## src/rtl/recovery_pkg.sv

```systemverilog
// rtl/recovery_pkg.sv - shared types for the recovery routine datapath
// Purpose: regfile port bundles and the rf-restore sequencer state encoding.
// Ports: none (package).
package recovery_pkg;

  localparam int DataWidth          = 32;
  localparam int RegfileAddr        = 5;
  localparam int RfRestoreStateBits = 2;

  typedef logic [RegfileAddr-1:0] regfile_addr_t;
  typedef logic [DataWidth-1:0]   regfile_data_t;

  typedef struct packed {
    regfile_addr_t addr_a;
    regfile_addr_t addr_b;
  } regfile_raddr_t;

  typedef struct packed {
    regfile_data_t data_a;
    regfile_data_t data_b;
  } regfile_rdata_t;

  typedef struct packed {
    logic          we_a;
    regfile_addr_t waddr_a;
    regfile_data_t wdata_a;
    logic          we_b;
    regfile_addr_t waddr_b;
    regfile_data_t wdata_b;
  } regfile_write_t;

  // Captured read pair waiting to be replayed on the core write ports.
  typedef struct packed {
    regfile_addr_t addr_a;
    regfile_data_t data_a;
    regfile_addr_t addr_b;
    regfile_data_t data_b;
  } rf_pair_t;

  typedef enum logic [RfRestoreStateBits-1:0] {
    RR_IDLE,
    RR_RUN,
    RR_LAST,
    RR_DONE
  } rf_restore_state_e;

endpackage

```

## src/rtl/recovery_rf_restorer.sv

```systemverilog
// rtl/recovery_rf_restorer.sv - replays the backup regfile onto the core regfile, two registers per cycle
// Purpose: on start, reads backup register pairs (2i, 2i+1) and writes each pair
//   to the core regfile one cycle later, then pulses done_o.
// Ports:
//   clk_i, rst_ni    clock, asynchronous active-low reset
//   start_i          begin restore (sampled only when idle)
//   abort_i          synchronous abort, no done pulse, suppresses writes this cycle
//   stall_i          core write port unavailable, sequence holds
//   backup_raddr_o   read addresses to the backup regfile
//   backup_rdata_i   backup read data, combinational on backup_raddr_o
//   core_write_o     write ports A/B to the core regfile
//   busy_o, done_o   sequence in progress, single-cycle completion pulse
module recovery_rf_restorer
  import recovery_pkg::*;
#(
  parameter int NumRegs  = 32,
  parameter bit SkipZero = 1'b1
) (
  input  logic           clk_i,
  input  logic           rst_ni,
  input  logic           start_i,
  input  logic           abort_i,
  input  logic           stall_i,
  output regfile_raddr_t backup_raddr_o,
  input  regfile_rdata_t backup_rdata_i,
  output regfile_write_t core_write_o,
  output logic           busy_o,
  output logic           done_o
);

  localparam int NumPairs = (NumRegs + 1) / 2;
  localparam int PtrW     = $clog2(NumPairs + 1);

  typedef logic [PtrW-1:0] ptr_t;
  localparam ptr_t LastPtr = ptr_t'(NumPairs - 1);

  rf_restore_state_e state_q, state_d;
  ptr_t              ptr_q, ptr_d;
  logic              valid_q, valid_d;
  rf_pair_t          wr_q, wr_d;

  logic [PtrW:0]  base2;
  regfile_raddr_t rd_addr;
  logic           wr_go;
  logic           tail_b_ok;

  // The pointer only advances while the next pair exists, so in LAST it still
  // names the final pair and the read address stays put.
  always_comb begin
    base2          = {ptr_q, 1'b0};
    rd_addr.addr_a = regfile_addr_t'(base2);
    rd_addr.addr_b = {rd_addr.addr_a[RegfileAddr-1:1], 1'b1};
  end

  always_comb begin
    state_d        = state_q;
    ptr_d          = ptr_q;
    valid_d        = valid_q;
    wr_d           = wr_q;
    busy_o         = 1'b0;
    done_o         = 1'b0;
    backup_raddr_o = '0;

    unique case (state_q)
      RR_IDLE: begin
        if (start_i) begin
          state_d = RR_RUN;
          ptr_d   = '0;
        end
      end
      RR_RUN: begin
        busy_o         = 1'b1;
        backup_raddr_o = rd_addr;
        if (!stall_i) begin
          valid_d = 1'b1;
          wr_d    = '{addr_a: rd_addr.addr_a, data_a: backup_rdata_i.data_a,
                      addr_b: rd_addr.addr_b, data_b: backup_rdata_i.data_b};
          if (ptr_q == LastPtr) begin
            state_d = RR_LAST;
          end else begin
            ptr_d = ptr_q + ptr_t'(1);
          end
        end
      end
      RR_LAST: begin
        busy_o         = 1'b1;
        backup_raddr_o = rd_addr;
        if (!stall_i) begin
          state_d = RR_DONE;
          valid_d = 1'b0;
        end
      end
      RR_DONE: begin
        done_o  = 1'b1;
        state_d = RR_IDLE;
      end
      default: state_d = RR_IDLE;
    endcase

    if (abort_i) begin
      state_d = RR_IDLE;
      ptr_d   = '0;
      valid_d = 1'b0;
    end
  end

  // Write enables are combinational on stall/abort so a held or aborted cycle
  // never reaches the core regfile even though the pair stays captured.
  always_comb begin
    wr_go     = valid_q & ~stall_i & ~abort_i;
    tail_b_ok = 32'(wr_q.addr_b) < NumRegs;

    core_write_o.we_a    = wr_go & ~(SkipZero & (wr_q.addr_a == '0));
    core_write_o.waddr_a = wr_q.addr_a;
    core_write_o.wdata_a = wr_q.data_a;
    core_write_o.we_b    = wr_go & tail_b_ok;
    core_write_o.waddr_b = wr_q.addr_b;
    core_write_o.wdata_b = wr_q.data_b;
  end

  always_ff @(posedge clk_i or negedge rst_ni) begin
    if (!rst_ni) begin
      state_q <= RR_IDLE;
      ptr_q   <= '0;
      valid_q <= 1'b0;
      wr_q    <= '0;
    end else begin
      state_q <= state_d;
      ptr_q   <= ptr_d;
      valid_q <= valid_d;
      wr_q    <= wr_d;
    end
  end

endmodule

```

## config.mk

```make
export PLATFORM = sky130hd
export DESIGN_NAME = recovery_rf_restorer
export DESIGN_NICKNAME = d
export VERILOG_FILES = /design/src/rtl/recovery_pkg.sv /design/src/rtl/recovery_rf_restorer.sv
export SDC_FILE = /design/constraint.sdc
export NUM_CORES = 1
export LEC_CHECK = 0
export BUFFER_PORTS_ARGS = -buffer_cell sky130_fd_sc_hd__buf_4
export CAP_MARGIN = 20
export CORE_MARGIN = 3
export CORE_UTILIZATION = 49
export DETAILED_ROUTE_END_ITERATION = 12
export PLACE_DENSITY = 0.85
export SYNTH_ARGS = -nofsm -noshare
export SYNTH_HDL_FRONTEND = slang
export SYNTH_SLANG_ARGS = --single-unit
```

## constraint.sdc

```tcl
create_clock -name clk_i -period 3.45 [get_ports clk_i]
set_input_delay 0.1725 -clock clk_i [delete_from_list [all_inputs] [get_ports clk_i]]
set_output_delay 0.1725 -clock clk_i [all_outputs]
set_load 0.01 [all_outputs]
```

After elaboration in Yosys (flattened, before gate mapping)
Cells that the tools add are included.
{ "totals": {"wordCells": 50, "in_bits": 69, "output_inout_bits": 88, "regBits": 81} }
{ "classes": {"reduce_logical": 9, "add_sub_neg": 1, "n_bitwise": 6, "n_eq_ne": 9, "muxes": 18} }
{ "op_table": {"columns": ["op", "n"], "rows": [
  ["$mux W5", 4],
  ["$ne A3 B3 Y1 const B", 5],
  ["$mux W10", 1],
  ["$mux W2", 5],
  ["$pmux W5 S2", 1],
  ["$pmux W2 S4", 1],
  ["$reduce_and A4 Y1", 2],
  ["$reduce_bool A3 Y1", 2],
  ["$add A5 B1 Y5 const B", 1],
  ["$eq A5 B4 Y1 const B", 1],
  ["$logic_not A5 Y1", 1],
  ["$mux W1", 5],
  ["$eq A2 B2 Y1 const B", 2],
  ["$and A1 B1 Y1", 3],
  ["$not A1 Y1", 3],
  ["$reduce_and A3 Y1", 1],
  ["$eq A2 B1 Y1 const B", 1],
  ["$logic_not A2 Y1", 1],
  ["$pmux W1 S2", 1],
  ["$reduce_and A2 Y1", 1],
  ["$reduce_or A2 Y1", 1]
]} }

Depth between registers and ports, before layout
{ "depth": {"depth_word": 5, "depth_mapped": 7, "mapped_depth_nobuf": 7} }

Worst setup path after synthesis
Ideal clock, no wire load.
{ "synth_timing": {"path_type": "reg-to-reg", "from": "reg ptr_q[0]", "to": "reg ptr_q[3]", "stages_incl_launch_ff": 7, "arrival_time_ns": 1.648, "setup_ns": 0.078, "path_slack_ns": 1.724, "period_less_slack_ns": 1.726, "required_time_ns": 3.372, "path_buffers": 0, "path_cell_list": "dfrtp_1 ha_1 and3_1 ha_1 nand4b_1 or4_1 a21oi_1"} }
{ "synth_between": {"elab_chain_len": 5, "word_cells_on_any_way": 8, "classes_between": "add/sub (1); eq/ne (2); mux (4); reduce/logical (1)"} }
{ "synth_rtl": {"columns": ["item", "line", "text"], "rows": [
  ["start, declared", "recovery_rf_restorer.sv:38", "ptr_t ptr_q, ptr_d;"],
  ["start signal, assigned", "recovery_rf_restorer.sv:129", "ptr_q <= ptr_d;"],
  ["$add A5 B1 Y5", "recovery_rf_restorer.sv:81", "ptr_d = ptr_q + ptr_t'(1);"],
  ["$mux W5", "recovery_rf_restorer.sv:78", "if (ptr_q == LastPtr) begin"],
  ["$mux W5", "recovery_rf_restorer.sv:74", "if (!stall_i) begin"],
  ["$pmux W5 S2", "recovery_rf_restorer.sv:64", "unique case (state_q)"],
  ["$mux W5", "recovery_rf_restorer.sv:100", "if (abort_i) begin"]
]} }
Parallel ways exist; a longest one is shown, timed or not. The select of a mux whose other input is x is not followed.
A chain may end at the register's enable or synchronous reset.

Worst setup path in the final report
{ "layout_timing": {"from": "reg state_q[1]", "to": "reg wr_q, in the netlist core_write_o[42]"} }
{ "layout_between": {"elab_chain_len": 2} }
{ "layout_rtl": {"columns": ["item", "line", "text"], "rows": [
  ["start, declared", "recovery_rf_restorer.sv:37", "rf_restore_state_e state_q, state_d;"],
  ["start signal, assigned", "recovery_rf_restorer.sv:128", "state_q <= state_d;"],
  ["$eq A2 B1 Y1", "recovery_rf_restorer.sv:64", null],
  ["$reduce_and A2 Y1 (no line)", null, null],
  ["end signal, assigned", "recovery_rf_restorer.sv:131", "wr_q <= wr_d;"],
  ["end, declared", "recovery_rf_restorer.sv:40", "rf_pair_t wr_q, wr_d;"]
]} }
No other way between the ends.

==> out/results.tsv <==
stage	metric	value	unit
finish	area_growth_syn_to_layout	42.48	%
clocking	path_clk_slew	0.08	ns
sta	rsz0062_at_grt	false	
worst_setup_path	crit_type	reg -> reg	
grt	grt_pass1_vias	2297	
yosys	synth-main-ff-cell	dfrtp_1	
worst_setup_path	worst-path-stages	5	
yosys	synth_compound_gate_area_share	0.02114	
sta	fin_setup_tns	0	ns
pwr	power_density	869.6	mW/mm2
finish	antenna_cells	0	
placed_design	dp_slack	1.187	ns
sta	worst_pin_slew	0.9529	ns
worst_setup_path	ff2ff_path_depth	5	
floorplanning	coreArea	0.006131	mm2
pwr	p_comb_frac	0.435	
yosys	synth_fa_ha_area_frac	0.02741	
yosys	synth_xor_area_frac	0	
routing	vias_per_cell	5.031	
yosys	synth_top_family_by_area	multiplexers	
worst_setup_path	worstSetupStartpointType	flop	
sta	period_share	0.6681	
placed_design	io_buffers	154	
yosys	async_flop_share	1.000	
worst_setup_path	cpMaxStageDelayCell	nor2b_4	
pwr	leakagePower	0.002220	uW
routing	vias	2244	
floorplanning	chipHeight	86.76	um
yosys	synth-edff-count	0	
sta	max_freq	433.9	MHz
yosys	syn_avg_cell_area	14.53	um2
yosys	ys_seq_area_frac	0.6030	
worst_setup_path	cp_slowest_stage_delay	0.70	ns
clocking	tritoncts	built	
grt	track_usage	0.1946	
yosys	synth_simple_gate_area_frac	0.05247	
pwr	ir_worst_vdd	557.3	uV
sta	slew_viol_final	0	
grt	grt_pass1_wl	11180	um
clocking	clk_latency	0.34	ns
floorplanning	rows	28	
clocking	clockBufferDepth	2	
worst_setup_path	required	3.67	ns
floorplanning	io_pins	157	
hold_path	hp-class	in -> async	
routing	drtIter0Drc	62	
sta	fin_worst_skew	0.008630	ns
routing	wirelength	7256	um
floorplanning	die_area	0.007526	mm2
finish	drive_gt1_frac	0.6577	
finish	fin_nets	442	
pwr	total_power	3960	uW
yosys	synth_cells	220	
clocking	htree_levels	3	
floorplanning	start_util	0.5212	
yosys	yosys-mux-area-fraction	0.2459	
routing	dr.pass1.iters	4	
clocking	cts_made_buffers	9	
sta	holdWs	-0.02167	ns
yosys	yosysWarnings	0	
worst_setup_path	path_max_fanout	43	
pwr	seqPwrFrac	0.389	
pwr	switching_share	0.3195	
status	violations	hold timing	
routing	ant_nets	0	
worst_setup_path	path_buf_inv	2	
clocking	cts_root_buffer	clkbuf_8	
routing	drc	0	
pwr	intPower	2694	uW
floorplanning	dieWidth	86.76	um
worst_setup_path	cp_cell_sequence	inv_1 > ha_1 > nor2b_4 > buf_12 > mux2_2	
sta	fin_crit	2.305	ns
status	status	finished, violations left	
clocking	numClockSinks	77	
run	drv_cap	0	
clocking	postCtsHoldBufs	0	
grt	grt_overflow_total	0	
sta	setup_viol	0	
clocking	cts_resized	0	
clocking	postCtsSetupRepairBufs	0	
finish	finish.utilization	0.7427	
sta	maxSlewHeadroom	0.3647	
grt	antenna_found_initial	0	
placed_design	routabilityCongestion	0.7600	
placed_design	dp_hpwl	5478	um
sta	worst_slack	1.145	ns
pwr	clkPwrFrac	0.176	
pwr	p_switching	1265	uW
worst_setup_path	cp.arrival	2.52	ns
grt	grt_max_degree	78	
yosys	synth-seq-cells	77	
routing	avgRoutedWirePerCell	16.27	um
yosys	synth_cell_types	31	
worst_setup_path	critPathTopFamily	simple AND/OR/NAND/NOR gates	
worst_setup_path	critPathCaptureType	flop	
sta	finalHoldViolations	31	
yosys	syn-cell-area	0.003196	mm2
cell usage in the layout, fill, tap and decap left out, types with 2 or more instances in the layout:
master	Yosys	layout
or2_2	2	2
mux2i_1	2	2
clkinvlp_4	0	2
a22oi_1	2	2
inv_1	6	6
and2_1	5	5
ha_1	7	7
nor2_1	5	5
conb_1	1	2
a21oi_1	3	3
o21ai_0	2	2
nand2_1	2	2
nor3_1	2	2
dfrtp_1	77	77
clkbuf_8	0	11
mux2_2	68	68
buf_4	12	154
cell usage after synthesis, types with 2 or more instances:
cell type   n  area, um2
mux2_2     68      765.7
dfrtp_1    77       1927
mux2i_1     2      20.02
ha_1        7      87.58
o21ai_0     2      10.01
a21oi_1     3      15.01
nor3_1      2      10.01
nand2_1     2      7.510
and2_1      5      31.28
or2_2       2      12.51
nor2b_1     2      12.51
a22oi_1     2      15.01
nor2_1      5      18.77
inv_1       6      22.52
buf_4      12      90.09
buf_2       8      40.04
registers in the layout, indices dropped and copies added, names as in the netlist:
name / cells
valid_q: 1
ptr_q: 5
state_q: 2
core_write_o: 69
per-stage QoR:
stage / cells / instance area (um2)
floorplan: 221 / 3199
global placement: 430 / 4343
detailed placement: 430 / 4343
CTS: 446 / 4553
global route: 446 / 4553
finish: 446 / 4553
cell families after synthesis:
family                     after synthesis
DFF                                     77
and+or+nand+nor                         28
AOI/OAI and AO/OA                       10
adders and majority gates                7
other                                    1
muxes                                   70
buffers and inverters                   27
area by class of cell:
| type | count | area [um2] |
|---|---|---|
| clock buffer | 11 | 151.4 |
| timing repair buffer | 155 | 1176 |
| inverter | 6 | 22.52 |
| multi-input combinational | 117 | 1124 |
| clock inverter | 5 | 58.81 |
| tap | 75 | 93.84 |
| sequential | 77 | 1927 |
| fill | 444 | 1578 |
per-layer routing:
metal,track usage,part of all wire
met3,0.04658,0.074
met1,0.2304,0.38
met2,0.3303,0.52
met5,0,0
met4,0.09773,0.022
power groups by stage:
stage | Clock [uW] | Sequential [uW] | Combinational [uW]
after global routing | 757 | 1590 | 1850
after detailed placement | 0 | 1560 | 1750
after floorplan | 0 | 1720 | 698
final | 698 | 1540 | 1720
after CTS | 712 | 1540 | 1750
after global placement | 0 | 1540 | 1690
path summary, 6_finish.rpt:
check | from | to | slack [ns]
worst max-delay path | state_q[1]$_DFFE_PN0P_ | core_write_o[42]$_DFFE_PN0P_ | 1.15
worst min-delay path | rst_ni | state_q[1]$_DFFE_PN0P_ | -0.02
worst max register to register | state_q[1]$_DFFE_PN0P_ | core_write_o[42]$_DFFE_PN0P_ | 1.15
worst min register to register | core_write_o[32]$_DFFE_PN0P_ | core_write_o[32]$_DFFE_PN0P_ | 0.48
max in group asynchronous | rst_ni | ptr_q[4]$_DFFE_PN0P_ | 2.85
min in group clk_i | abort_i | ptr_q[2]$_DFFE_PN0P_ | 0.06
worst register-to-register path, delay by kind of cell, from the launching register on:
family,cells,cell delay (ns)
buffers and inverters,2,0.47
multiplexers,1,0.39
flip-flops,1,0.42
adder cells (fa/ha/maj),1,0.21
AND/OR/NAND/NOR,1,0.70
No activity file was read; power rests on OpenSTA's default activity.
